### src/rtl/aobureg_prot_if.sv
// APB segment bundle for the always-on backup register file.
// Request and response halves are split into separate slave-side modports.
interface apbif;
  logic        psel;
  logic        penable;
  logic        pwrite;
  logic [11:0] paddr;
  logic [31:0] pwdata;
  logic [31:0] prdata;
  logic        pready;
  logic        pslverr;

  modport master  (output psel, penable, pwrite, paddr, pwdata,
                   input  prdata, pready, pslverr);
  modport slavein (input  psel, penable, pwrite, paddr, pwdata);
  modport slave   (output prdata, pready, pslverr);
endinterface

### src/rtl/aobureg_prot.sv
// Always-on backup register bank with key-sequence unlock window, sticky
// per-register locks, sequential rotate-xor checksum and violation reporting.
module aobureg_prot #(
  parameter int unsigned REGCNT = 8,
  parameter int unsigned DW     = 32,
  parameter logic [31:0] KEYVAL = 32'h5AA5_C33C,
  parameter int unsigned WINDOW = 256
) (
  input  logic                 pclk,
  input  logic                 resetn,
  apbif.slavein                apbs,
  apbif.slave                  apbx,
  output logic [REGCNT*DW-1:0] bureg_o,
  output logic [REGCNT-1:0]    lock_o,
  output logic                 viol_irq
);

  localparam int unsigned CW   = $clog2(WINDOW + 1);
  localparam int unsigned IDXW = (REGCNT > 1) ? $clog2(REGCNT) : 1;

  typedef enum logic [1:0] {
    ST_LOCKED = 2'd0,
    ST_ARMED  = 2'd1,
    ST_OPEN   = 2'd2
  } state_e;

  state_e            state_q, state_d;
  logic [CW-1:0]     cnt_q, cnt_d;
  logic [DW-1:0]     data_q [REGCNT];
  logic [REGCNT-1:0] lock_q;
  logic              viol_q, viol_d;
  logic              busy_q;
  logic [IDXW-1:0]   idx_q;
  logic [DW-1:0]     acc_q;
  logic [DW-1:0]     chk_q;

  logic              access_c, wr_c;
  logic [11:0]       addr_c;
  logic [4:0]        widx_c;
  logic [IDXW-1:0]   ridx_c;
  logic              data_sel_c, lock_sel_c, key_sel_c, stat_sel_c, chk_sel_c, valid_c;
  logic              key_wr_c, key2_c;
  logic              dwr_c, dacc_c, drej_c, armed_bad_c, viol_set_c;
  logic              open_c, armed_c;
  logic [DW-1:0]     acc_step_c;

  // Address decode; unaligned or unmapped offsets fall through to an error.
  assign access_c   = apbs.psel & apbs.penable;
  assign wr_c       = access_c & apbs.pwrite;
  assign addr_c     = apbs.paddr;
  assign widx_c     = addr_c[6:2];
  assign ridx_c     = IDXW'(widx_c);
  assign data_sel_c = (addr_c[11:7] == 5'd0) && (addr_c[1:0] == 2'b00) &&
                      (6'(widx_c) < 6'(REGCNT));
  assign lock_sel_c = (addr_c == 12'h080);
  assign key_sel_c  = (addr_c == 12'h084);
  assign stat_sel_c = (addr_c == 12'h088);
  assign chk_sel_c  = (addr_c == 12'h08C);
  assign valid_c    = data_sel_c | lock_sel_c | key_sel_c | stat_sel_c | chk_sel_c;

  assign key_wr_c    = wr_c & key_sel_c;
  assign key2_c      = key_wr_c & (apbs.pwdata == ~KEYVAL);
  assign dwr_c       = wr_c & data_sel_c;
  assign dacc_c      = dwr_c & open_c & ~lock_q[ridx_c];
  assign drej_c      = dwr_c & ~dacc_c;
  assign armed_bad_c = armed_c & wr_c & ~key2_c;
  assign viol_set_c  = drej_c | armed_bad_c;

  // Unlock FSM state register.
  always_ff @(posedge pclk or negedge resetn) begin
    if (!resetn) begin
      state_q <= ST_LOCKED;
      cnt_q   <= '0;
    end else begin
      state_q <= state_d;
      cnt_q   <= cnt_d;
    end
  end

  // Unlock FSM next state; decisions use the state held before the edge.
  always_comb begin
    state_d = state_q;
    unique case (state_q)
      ST_LOCKED: if (key_wr_c && (apbs.pwdata == KEYVAL)) state_d = ST_ARMED;
      ST_ARMED:  if (wr_c) state_d = key2_c ? ST_OPEN : ST_LOCKED;
      ST_OPEN:   if (key_wr_c || (cnt_q == CW'(1))) state_d = ST_LOCKED;
      default:   state_d = ST_LOCKED;
    endcase
  end

  // Unlock FSM outputs and window counter.
  always_comb begin
    open_c  = (state_q == ST_OPEN);
    armed_c = (state_q == ST_ARMED);
    cnt_d   = cnt_q;
    if (armed_c && (state_d == ST_OPEN)) begin
      cnt_d = CW'(WINDOW);
    end else if (open_c) begin
      cnt_d = (state_d == ST_LOCKED) ? '0 : (cnt_q - CW'(1));
    end
  end

  // A fresh violation in the same cycle as a W1C clear keeps viol set.
  always_comb begin
    viol_d = viol_q;
    if (wr_c && stat_sel_c && apbs.pwdata[2]) viol_d = 1'b0;
    if (viol_set_c) viol_d = 1'b1;
  end

  assign acc_step_c = ((acc_q << 1) | (acc_q >> (DW - 1))) ^ data_q[idx_q];

  // Register bank, locks, status and checksum scan.
  always_ff @(posedge pclk or negedge resetn) begin
    if (!resetn) begin
      data_q <= '{default: '0};
      lock_q <= '0;
      viol_q <= 1'b0;
      busy_q <= 1'b0;
      idx_q  <= '0;
      acc_q  <= '0;
      chk_q  <= '0;
    end else begin
      viol_q <= viol_d;
      if (dacc_c) data_q[ridx_c] <= apbs.pwdata[DW-1:0];
      if (wr_c && lock_sel_c) lock_q <= lock_q | apbs.pwdata[REGCNT-1:0];
      if (dacc_c) begin
        busy_q <= 1'b1;
        idx_q  <= '0;
        acc_q  <= '0;
      end else if (busy_q) begin
        acc_q <= acc_step_c;
        idx_q <= idx_q + IDXW'(1);
        if (idx_q == IDXW'(REGCNT - 1)) begin
          chk_q  <= acc_step_c;
          busy_q <= 1'b0;
        end
      end
    end
  end

  // Zero-wait-state response; read data follows current state directly.
  always_comb begin
    apbx.prdata = '0;
    if (data_sel_c)      apbx.prdata = 32'(data_q[ridx_c]);
    else if (lock_sel_c) apbx.prdata = 32'(lock_q);
    else if (stat_sel_c) apbx.prdata = {29'd0, viol_q, busy_q, open_c};
    else if (chk_sel_c)  apbx.prdata = 32'(chk_q);
  end

  assign apbx.pready  = 1'b1;
  assign apbx.pslverr = access_c & (~valid_c | drej_c);

  for (genvar g = 0; g < REGCNT; g++) begin : g_flat
    assign bureg_o[g*DW +: DW] = data_q[g];
  end

  assign lock_o   = lock_q;
  assign viol_irq = viol_q;

endmodule

### src/flat_wrapper.sv
// flat-port wrapper written by rule: the top's interface ports become plain ports
module aobureg_prot_flat 
#(
  parameter int unsigned REGCNT = 8,
  parameter int unsigned DW     = 32,
  parameter logic [31:0] KEYVAL = 32'h5AA5_C33C,
  parameter int unsigned WINDOW = 256
)
  (pclk, resetn, bureg_o, lock_o, viol_irq, apbs_psel, apbs_penable, apbs_pwrite, apbs_paddr, apbs_pwdata, apbx_prdata, apbx_pready, apbx_pslverr);
  apbif apbs_i ();
  apbif apbx_i ();
  input  logic pclk;
  input  logic resetn;
  output logic [REGCNT*DW-1:0] bureg_o;
  output logic [REGCNT-1:0] lock_o;
  output logic viol_irq;
  input wire logic [$bits(apbs_i.psel)-1:0] apbs_psel;
  input wire logic [$bits(apbs_i.penable)-1:0] apbs_penable;
  input wire logic [$bits(apbs_i.pwrite)-1:0] apbs_pwrite;
  input wire logic [$bits(apbs_i.paddr)-1:0] apbs_paddr;
  input wire logic [$bits(apbs_i.pwdata)-1:0] apbs_pwdata;
  output wire logic [$bits(apbx_i.prdata)-1:0] apbx_prdata;
  output wire logic [$bits(apbx_i.pready)-1:0] apbx_pready;
  output wire logic [$bits(apbx_i.pslverr)-1:0] apbx_pslverr;
  assign apbs_i.psel = apbs_psel;
  assign apbs_i.penable = apbs_penable;
  assign apbs_i.pwrite = apbs_pwrite;
  assign apbs_i.paddr = apbs_paddr;
  assign apbs_i.pwdata = apbs_pwdata;
  assign apbx_prdata = apbx_i.prdata;
  assign apbx_pready = apbx_i.pready;
  assign apbx_pslverr = apbx_i.pslverr;
  aobureg_prot #(.REGCNT(REGCNT), .DW(DW), .KEYVAL(KEYVAL), .WINDOW(WINDOW)) u_core (.pclk(pclk), .resetn(resetn), .apbs(apbs_i), .apbx(apbx_i), .bureg_o(bureg_o), .lock_o(lock_o), .viol_irq(viol_irq));
endmodule
### config.mk
export PLATFORM = sky130hd
export DESIGN_NAME = aobureg_prot_flat
export DESIGN_NICKNAME = d
export VERILOG_FILES = /design/src/rtl/aobureg_prot_if.sv /design/src/rtl/aobureg_prot.sv /design/src/flat_wrapper.sv
export SDC_FILE = /design/constraint.sdc
export NUM_CORES = 1
export LEC_CHECK = 0
export BUFFER_PORTS_ARGS = -buffer_cell sky130_fd_sc_hd__buf_2
export CORE_MARGIN = 5
export CORE_UTILIZATION = 51
export DETAILED_ROUTE_END_ITERATION = 8
export PLACE_DENSITY = 0.77
export RECOVER_POWER = 25
export SYNTH_ARGS = -nofsm -noshare
export SYNTH_HDL_FRONTEND = slang
export SYNTH_SLANG_ARGS = --single-unit
export TNS_END_PERCENT = 100
### constraint.sdc
create_clock -name pclk -period 2.1 [get_ports pclk]
set_input_delay 0.105 -clock pclk [delete_from_list [all_inputs] [get_ports pclk]]
set_output_delay 0.105 -clock pclk [all_outputs]
set_load 0.05 [all_outputs]
==> results of run 1 <==
state kept, by name, indices dropped and copies added, names as in the netlist:
signal and flops:
u_core.bureg_o 256, u_core.busy_q 1, u_core.viol_irq 1, u_core.lock_o 8
u_core.chk_q 32, u_core.state_q 2, u_core.cnt_q 9, u_core.idx_q 3
u_core.acc_q 32
worst paths after layout:
path | end | slack [ns]
worst max-delay path | u_core.bureg_o[39]$_DFFE_PN0P_ | -0.48
worst min-delay path | u_core.bureg_o[181]$_DFFE_PN0P_ | 0.03
worst max register to register | u_core.bureg_o[39]$_DFFE_PN0P_ | -0.48
worst min register to register | u_core.cnt_q[3]$_DFFE_PN0P_ | 0.50
max in group asynchronous | u_core.bureg_o[250]$_DFFE_PN0P_ | 0.05
min in group asynchronous | u_core.bureg_o[94]$_DFFE_PN0P_ | 0.41
final cells by class:
cell class	instances	area, um^2	share of cell area, %
multi-input combinational	801	9740	40.4
sequential	344	8630	35.8
timing repair buffer	532	3950	16.4
clock buffer	50	1020	4.25
tap	455	569	2.36
clock inverter	16	174	0.721
inverter	7	26.3	0.109
antenna	1	2.50	0.0104
Yosys cell counts, types with 3 or more instances:
| cell type | n | area share [%] |
|---|---|---|
| and3_1 | 4 | 0.14 |
| inv_1 | 7 | 0.15 |
| a31oi_1 | 7 | 0.24 |
| nor4bb_1 | 8 | 0.45 |
| nand2_1 | 50 | 1.0 |
| nor3_1 | 6 | 0.17 |
| ha_1 | 4 | 0.28 |
| nor2_1 | 57 | 1.2 |
| a21o_1 | 10 | 0.42 |
| buf_1 | 32 | 0.67 |
| nand4_1 | 3 | 0.10 |
| dfrtp_1 | 344 | 48 |
| nand3_1 | 5 | 0.14 |
| buf_4 | 10 | 0.42 |
| nor4b_1 | 3 | 0.15 |
| nor4_1 | 9 | 0.31 |
| nor2b_1 | 6 | 0.21 |
| mux4_2 | 130 | 16 |
| mux2_1 | 15 | 0.94 |
| mux2i_1 | 96 | 5.4 |
| xnor2_1 | 33 | 1.6 |
| a21oi_1 | 9 | 0.25 |
| nand2b_1 | 3 | 0.10 |
| clkbuf_1 | 53 | 1.1 |
| o21ai_0 | 37 | 1.0 |
| a22oi_1 | 6 | 0.25 |
| mux2_2 | 271 | 17 |
| buf_2 | 20 | 0.56 |
stage by stage:
stage / util [%] / power, mW / std cells
6_report: 69.6 / 13.9 / 2206
4_1_cts: 67.0 / 13.9 / 2177
2_1_floorplan: - / 7.01 / 1266
5_1_grt: 69.6 / 14.2 / 2206
3_5_place_dp: 61.3 / 7.39 / 2083
3_3_place_gp: 61.3 / 7.38 / 2083
report_power, final:
part	total, mW	switching (mW)	internal [mW]
registers	6.64	0.00589	6.63
logic	0.684	0.463	0.221
clock network	6.55	2.74	3.81
total	13.9	3.21	10.7
metal layers:
layer / vias to the layer above / global-route usage [%]
met4: 2 / 9.35
met1: 7325 / 40.5
met3: 161 / 5.25
met2: 795 / 49.6
met5: - / 0
li1: 5650 / -
kinds of logic after synthesis:
kind of cell | after synthesis
buf+inv | 122
compound gates | 80
other cells | 1
mux | 512
xor+xnor | 33
fa+ha+maj | 4
simple gates | 170
flops | 344
worst register-to-register path, stage by stage, from the launching register on:
cell       delay [ns]
dfrtp_2          0.41
mux4_2           0.50
mux2i_2          0.19
nand2_2          0.11
buf_6            0.15
nor4_4           0.30
buf_4            0.20
nand2_8          0.10
clkbuf_16        0.20
mux2_2           0.29
timing repair:
action,4_1_cts,5_1_grt
hold buffers,15,0
gates resized for setup,118,142
gates cloned,5,15
endpoints found under the setup margin,328,363
endpoints found under the hold margin,324,0
setup buffers,8,17
pin swaps,4,19
==> flow_metrics.py, run 1 <==
metrics = {
    "sta": {
        "fin_skew_ns": 0.0358,
        "rsz0062_at_grt": "true",
        "tightest_slew_ns": 1.34,
        "hold_slack_ns": 0.0339,
        "slew_viol_final": 0,
        "fin_ws_ns": -0.476,
        "tns_ns": -104.21,
        "setup_viol": 306,
        "period_needed_ns": 2.58,
        "relSlewSlack_pct": 10.6,
        "hold_viol": 0,
        "period_share_pct": 123,
        "fmax_ghz": 0.388,
    },
    "yosys": {
        "yosys.area_share.simple_pct": 4.76,
        "synth_xor_area_share_pct": 1.61,
        "yosysUniqueCellTypes": 48,
        "ys.flop_type": "dfrtp_1",
        "muxShareOfSynthArea_pct": 39.7,
        "synth_seq_cells": 344,
        "seq_area_frac_synth_pct": 48.1,
        "synth-edff-count": 0,
        "synth_area_per_cell_um2": 14.2,
        "synth-compound-area-share_pct": 2.69,
        "synth_warnings": 0,
        "synth_top_family_by_area": "multiplexers",
        "synthCells": 1266,
        "postSynthNetCount": 1319,
        "syn-cell-area_um2": 17900,
        "async_reset_ff_share_pct": 100,
        "synthAdderAreaFrac_pct": 0.279,
    },
    "floorplan": {
        "die_h_um": 197,
        "start_util_pct": 51.7,
        "design.core.area_um2": 34600,
        "die_w_um": 197,
        "die_area_um2": 39000,
        "rows": 68,
        "top_level_ports": 348,
    },
    "worst_setup_path": {
        "r2r.worst_path.cells": 9,
        "timing.rr.start": "u_core.lock_o[7]$_DFFE_PN0P_",
        "path_buf_inv": 3,
        "crit_chain": "mux4_2 > mux2i_2 > nand2_2 > buf_6 > nor4_4 > buf_4 > nand2_8 > clkbuf_16 > mux2_2",
        "endpoint_kind": "register",
        "path_class": "register to register",
        "worst_ep_required_time_ns": 2.51,
        "cp-start-kind": "register",
        "crit_path_top_delay_cell": "mux4_2",
        "critPathMaxStageDelay_ns": 0.50,
        "arrival_ns": 2.99,
        "crit_family": "multiplexers",
        "cp.depth": 9,
        "worstPathMaxFanout": 8,
        "crit_start": "u_core.lock_o[7]$_DFFE_PN0P_",
    },
    "clock_network": {
        "cts_buffer_depth": 3,
        "numCtsBuffers": 37,
        "clk_pin_slew_ns": 0.07,
        "cts.sinks": 344,
        "clkLatencyLatePin_ns": 0.54,
        "htree_levels": 2,
        "cts_tree": "yes",
        "cts_root_buffer": "clkbuf_16",
    },
    "place": {
        "place_area_um2": 21200,
        "hpwl_mm": 40.5,
        "dp_slack_ns": -0.415,
        "routabilityCongestion": 0.863,
        "port_buffers": 346,
    },
    "detailed_routing": {
        "ant_nets": 0,
        "met3_wirelength_mm": 5.22,
        "routed_via_density": 6.32,
        "first_pass_iters": 5,
        "wl_met2_mm": 31.3,
        "top_layer": "met5",
        "wl_mm": 63.3,
        "via_count": 13900,
        "drc": 0,
        "first_iter_violations": 1224,
        "drt-met1-wl_mm": 24.4,
        "wl_per_cell_um": 28.7,
    },
    "grt": {
        "grt_pass1_vias": 14500,
        "grt_max_degree": 69,
        "grt_pass1_wl_mm": 89.9,
        "grt_usage_pct": 29.8,
        "antenna_found_initial": 2,
        "overflow": 0,
    },
    "min_path": {
        "worstHoldPathType": "primary input to register",
        "hold_path_startpoint": "apbs_pwdata[21]",
        "whs_path_depth": 3,
    },
    "power_and_ir_drop": {
        "power_density_nw_per_um2": 575,
        "vdd_drop_max_mv": 0.551,
        "p_leak_nw": 12.1,
    },
    "finish": {
        "syn_to_final_growth_pct": 34.6,
        "fin_nets": 1776,
        "final_cell_mix": "buf_2 (331), dfrtp_1 (331), mux2_2 (151)",
        "fin_area_um2": 24100,
        "drive_gt1_share_pct": 61.6,
        "fillers": 2288,
    },
    "status": {
        "violations": "negative setup slack",
        "status": "finished with violations",
    },
    "job": {
        "maxCapViolCount": 0,
    },
}
Power figures use the tool's default switching activity.
==> run 2, diff against run 1 <==
--- a/config.mk
+++ b/config.mk
@@ -7,9 +7,10 @@
 export LEC_CHECK = 0
 export BUFFER_PORTS_ARGS = -buffer_cell sky130_fd_sc_hd__buf_2
 export CORE_MARGIN = 5
-export CORE_UTILIZATION = 51
+export CORE_UTILIZATION = 62
+export CTS_BUF_LIST = sky130_fd_sc_hd__clkbuf_4 sky130_fd_sc_hd__clkbuf_8
 export DETAILED_ROUTE_END_ITERATION = 8
-export PLACE_DENSITY = 0.77
+export PLACE_DENSITY = 0.88
 export RECOVER_POWER = 25
 export SYNTH_ARGS = -nofsm -noshare
 export SYNTH_HDL_FRONTEND = slang
==> constraint.sdc (replaced) <==
create_clock -name pclk -period 3.2 [get_ports pclk]
set_input_delay 0.16 -clock pclk [delete_from_list [all_inputs] [get_ports pclk]]
set_output_delay 0.16 -clock pclk [all_outputs]
set_load 0.05 [all_outputs]
==> run 2 against run 1 <==
  * The flow finishes with violations (max-capacitance violations, max-slew violations)
  * Final area decreased by 10%
  * Register-to-register slack better by 0.93 ns
  * Clock power is 33% lower
  * Count of clock-buffer cells in the layout up 42
  * Wire length fell by 11%
  * Setup slack better by 0.76 ns
  * Sequential cell count unchanged
  * Power is 34% lower
  * Via count is 3.6% lower
  * Worst hold slack got worse by 0.013 ns
  * Combinational power is 42% lower
  * Utilization increased by 6.0 points
==> flow_metrics.py, run 2 (synthesized netlist as in run 1, its figures left out) <==
metrics = {
    "status": {
        "status": "finished with violations",
        "violations": "max-capacitance violations, max-slew violations",
    },
    "detailed_routing": {
        "drc": 0,
        "first_pass_iters": 5,
        "ant_nets": 0,
        "wl_mm": 56.3,
        "first_iter_violations": 1286,
        "routed_via_density": 6.55,
        "wl_per_cell_um": 27.4,
        "via_count": 13400,
    },
    "power_and_ir_drop": {
        "switching_share_pct": 23.0,
        "p_int_mw": 7.01,
        "combinationalPowerShare_pct": 4.3,
        "p_clk_share_pct": 47.9,
        "p_leak_nw": 11.2,
        "seq_power_share_pct": 47.8,
        "switching_power_mw": 2.10,
        "power_density_nw_per_um2": 421,
        "vdd_drop_max_mv": 0.349,
    },
    "worst_setup_path": {
        "worstPathMaxFanout": 10,
        "path_class": "primary input to register",
        "worst_ep_required_time_ns": 3.70,
        "cp.depth": 9,
        "path_buf_inv": 2,
        "crit_start": "apbs_pwdata[31]",
        "r2r.worst_path.cells": 8,
        "timing.rr.start": "u_core.lock_o[5]$_DFFE_PN0P_",
        "crit_family": "simple AND/OR/NAND/NOR gates",
        "crit_chain": "dlygate4sd3_1 > buf_2 > nor4bb_1 > nand4_1 > nor4_1 > and3_1 > nor2_1 > o2bb2ai_1 > a21o_1",
        "cp-start-kind": "primary input",
        "endpoint_kind": "register",
        "critPathMaxStageDelay_ns": 0.84,
        "r2r_end": "u_core.bureg_o[139]$_DFFE_PN0P_",
        "crit_path_top_delay_cell": "nor4bb_1",
        "r2r_slack_ns": 0.45,
        "arrival_ns": 3.41,
    },
    "min_path": {
        "hold_path_startpoint": "apbs_pwdata[24]",
        "worstHoldEndpoint": "u_core.bureg_o[184]$_DFFE_PN0P_",
        "whs_path_depth": 2,
        "worstHoldPathType": "primary input to register",
    },
    "floorplan": {
        "die_area_um2": 32400,
        "die_h_um": 180,
        "die_w_um": 180,
        "top_level_ports": 348,
        "rows": 62,
        "start_util_pct": 62.6,
        "design.core.area_um2": 28600,
    },
    "clock_network": {
        "hold_buffers": 27,
        "cts_tree": "yes",
        "post_cts_buffers": 0,
        "cts.sinks": 344,
        "cts_root_buffer": "clkbuf_8",
        "clkLatencyLatePin_ns": 0.61,
        "htree_levels": 2,
        "clk_pin_slew_ns": 0.07,
        "post_cts_resize_count": 0,
        "numCtsBuffers": 56,
        "cts_buffer_depth": 3,
    },
    "finish": {
        "drive_gt1_share_pct": 54.5,
        "fin_util_pct": 75.6,
        "mostFrequentLayoutCell": "buf_2",
        "fin_nets": 1675,
        "syn_to_final_growth_pct": 20.9,
        "fillers": 1705,
        "num_antenna_cells": 0,
        "largest_register_ffs": 256,
        "final_cell_mix": "buf_2 (343), dfrtp_1 (340), mux2_2 (271)",
    },
    "sta": {
        "hold_slack_ns": 0.0210,
        "period_needed_ns": 2.91,
        "tns_ns": 0,
        "hold_viol": 0,
        "setup_viol": 0,
        "relSlewSlack_pct": -48.6,
        "period_share_pct": 91.0,
        "tightest_slew_ns": 2.23,
        "rsz0062_at_grt": "false",
        "slew_viol_final": 85,
        "fin_skew_ns": 0.0279,
        "fmax_ghz": 0.343,
    },
    "grt": {
        "antenna_found_initial": 0,
        "grt_pass1_vias": 14700,
        "grt_max_degree": 87,
        "grt_pass1_wl_mm": 88.1,
        "overflow": 0,
        "grt_usage_pct": 34.7,
    },
    "job": {
        "maxCapViolCount": 1,
    },
    "place": {
        "port_buffers": 346,
        "routabilityCongestion": 0.919,
        "hpwl_mm": 36.0,
    },
}
[run 2: changes by cell type in the layout (fill, tap and decap cells not counted), sizes merged]
cell,before,now
inv,10,8
diode,1,0
clkinvlp,3,0
dlygate4sd3,15,27
buf,494,381
nor2,60,59
clkinv,7,8
clkbuf,73,97
[run 2: layout make-up]
class	count	area, um^2	share of cell area [%]
Sequential cell	344	8620	39.8
Clock inverter	12	143	0.659
Inverter	7	26.3	0.121
Multi-Input combinational cell	800	8830	40.8
Tap cell	384	480	2.22
Timing Repair Buffer	413	2390	11.0
Clock buffer	92	1170	5.39
[run 2: power groups by stage]
| stage | Clock (mW) | Combinational [mW] | Sequential [mW] |
|---|---|---|---|
| finish | 4.36 | 0.395 | 4.36 |
| global route | 4.60 | 0.423 | 4.35 |
| CTS | 4.37 | 0.398 | 4.36 |
| detailed placement | 0 | 0.370 | 4.44 |
| global placement | 0 | 0.363 | 4.43 |
| floorplan | 0 | 0.156 | 4.45 |
[run 2: worst max path at each step]
stage	end	slack, ns
final	u_core.cnt_q[3]$_DFFE_PN0P_	0.29
after global routing	u_core.bureg_o[126]$_DFFE_PN0P_	0.11
after CTS	apbx_prdata[0]	0.38
after detailed placement	u_core.cnt_q[3]$_DFFE_PN0P_	0.41
after global placement	u_core.cnt_q[3]$_DFFE_PN0P_	0.42
after floorplan	apbx_prdata[10]	0.51
[run 2: routing by layer]
layer  GRT usage [%]  part of all wire, %  vias up
met5               0                    0        -
met4            17.0                  5.3        0
met3            8.57                  9.4      205
met2            57.3                   50      828
met1            43.2                   36     6938
li1                -                    -     5467
[run 2: stage by stage]
step / cells / cell area (um^2) / worst slack (ns) / power (mW)
global placement: 1921 / 20100 / 0.422 / 4.80
finish: 2052 / 21700 / 0.287 / 9.11
floorplan: 1266 / 17900 / 0.510 / 4.60
detailed placement: 1921 / 20100 / 0.409 / 4.81
CTS: 2052 / 21700 / 0.376 / 9.13
global route: 2052 / 21700 / 0.114 / 9.37
[run 2: worst reg2reg max path, delay by kind of cell (launching register included)]
family	cells	cell delay (ns)
buffers and inverters	1	0.27
DFF	1	0.41
muxes	3	1.03
and+or+nand+nor	4	0.91
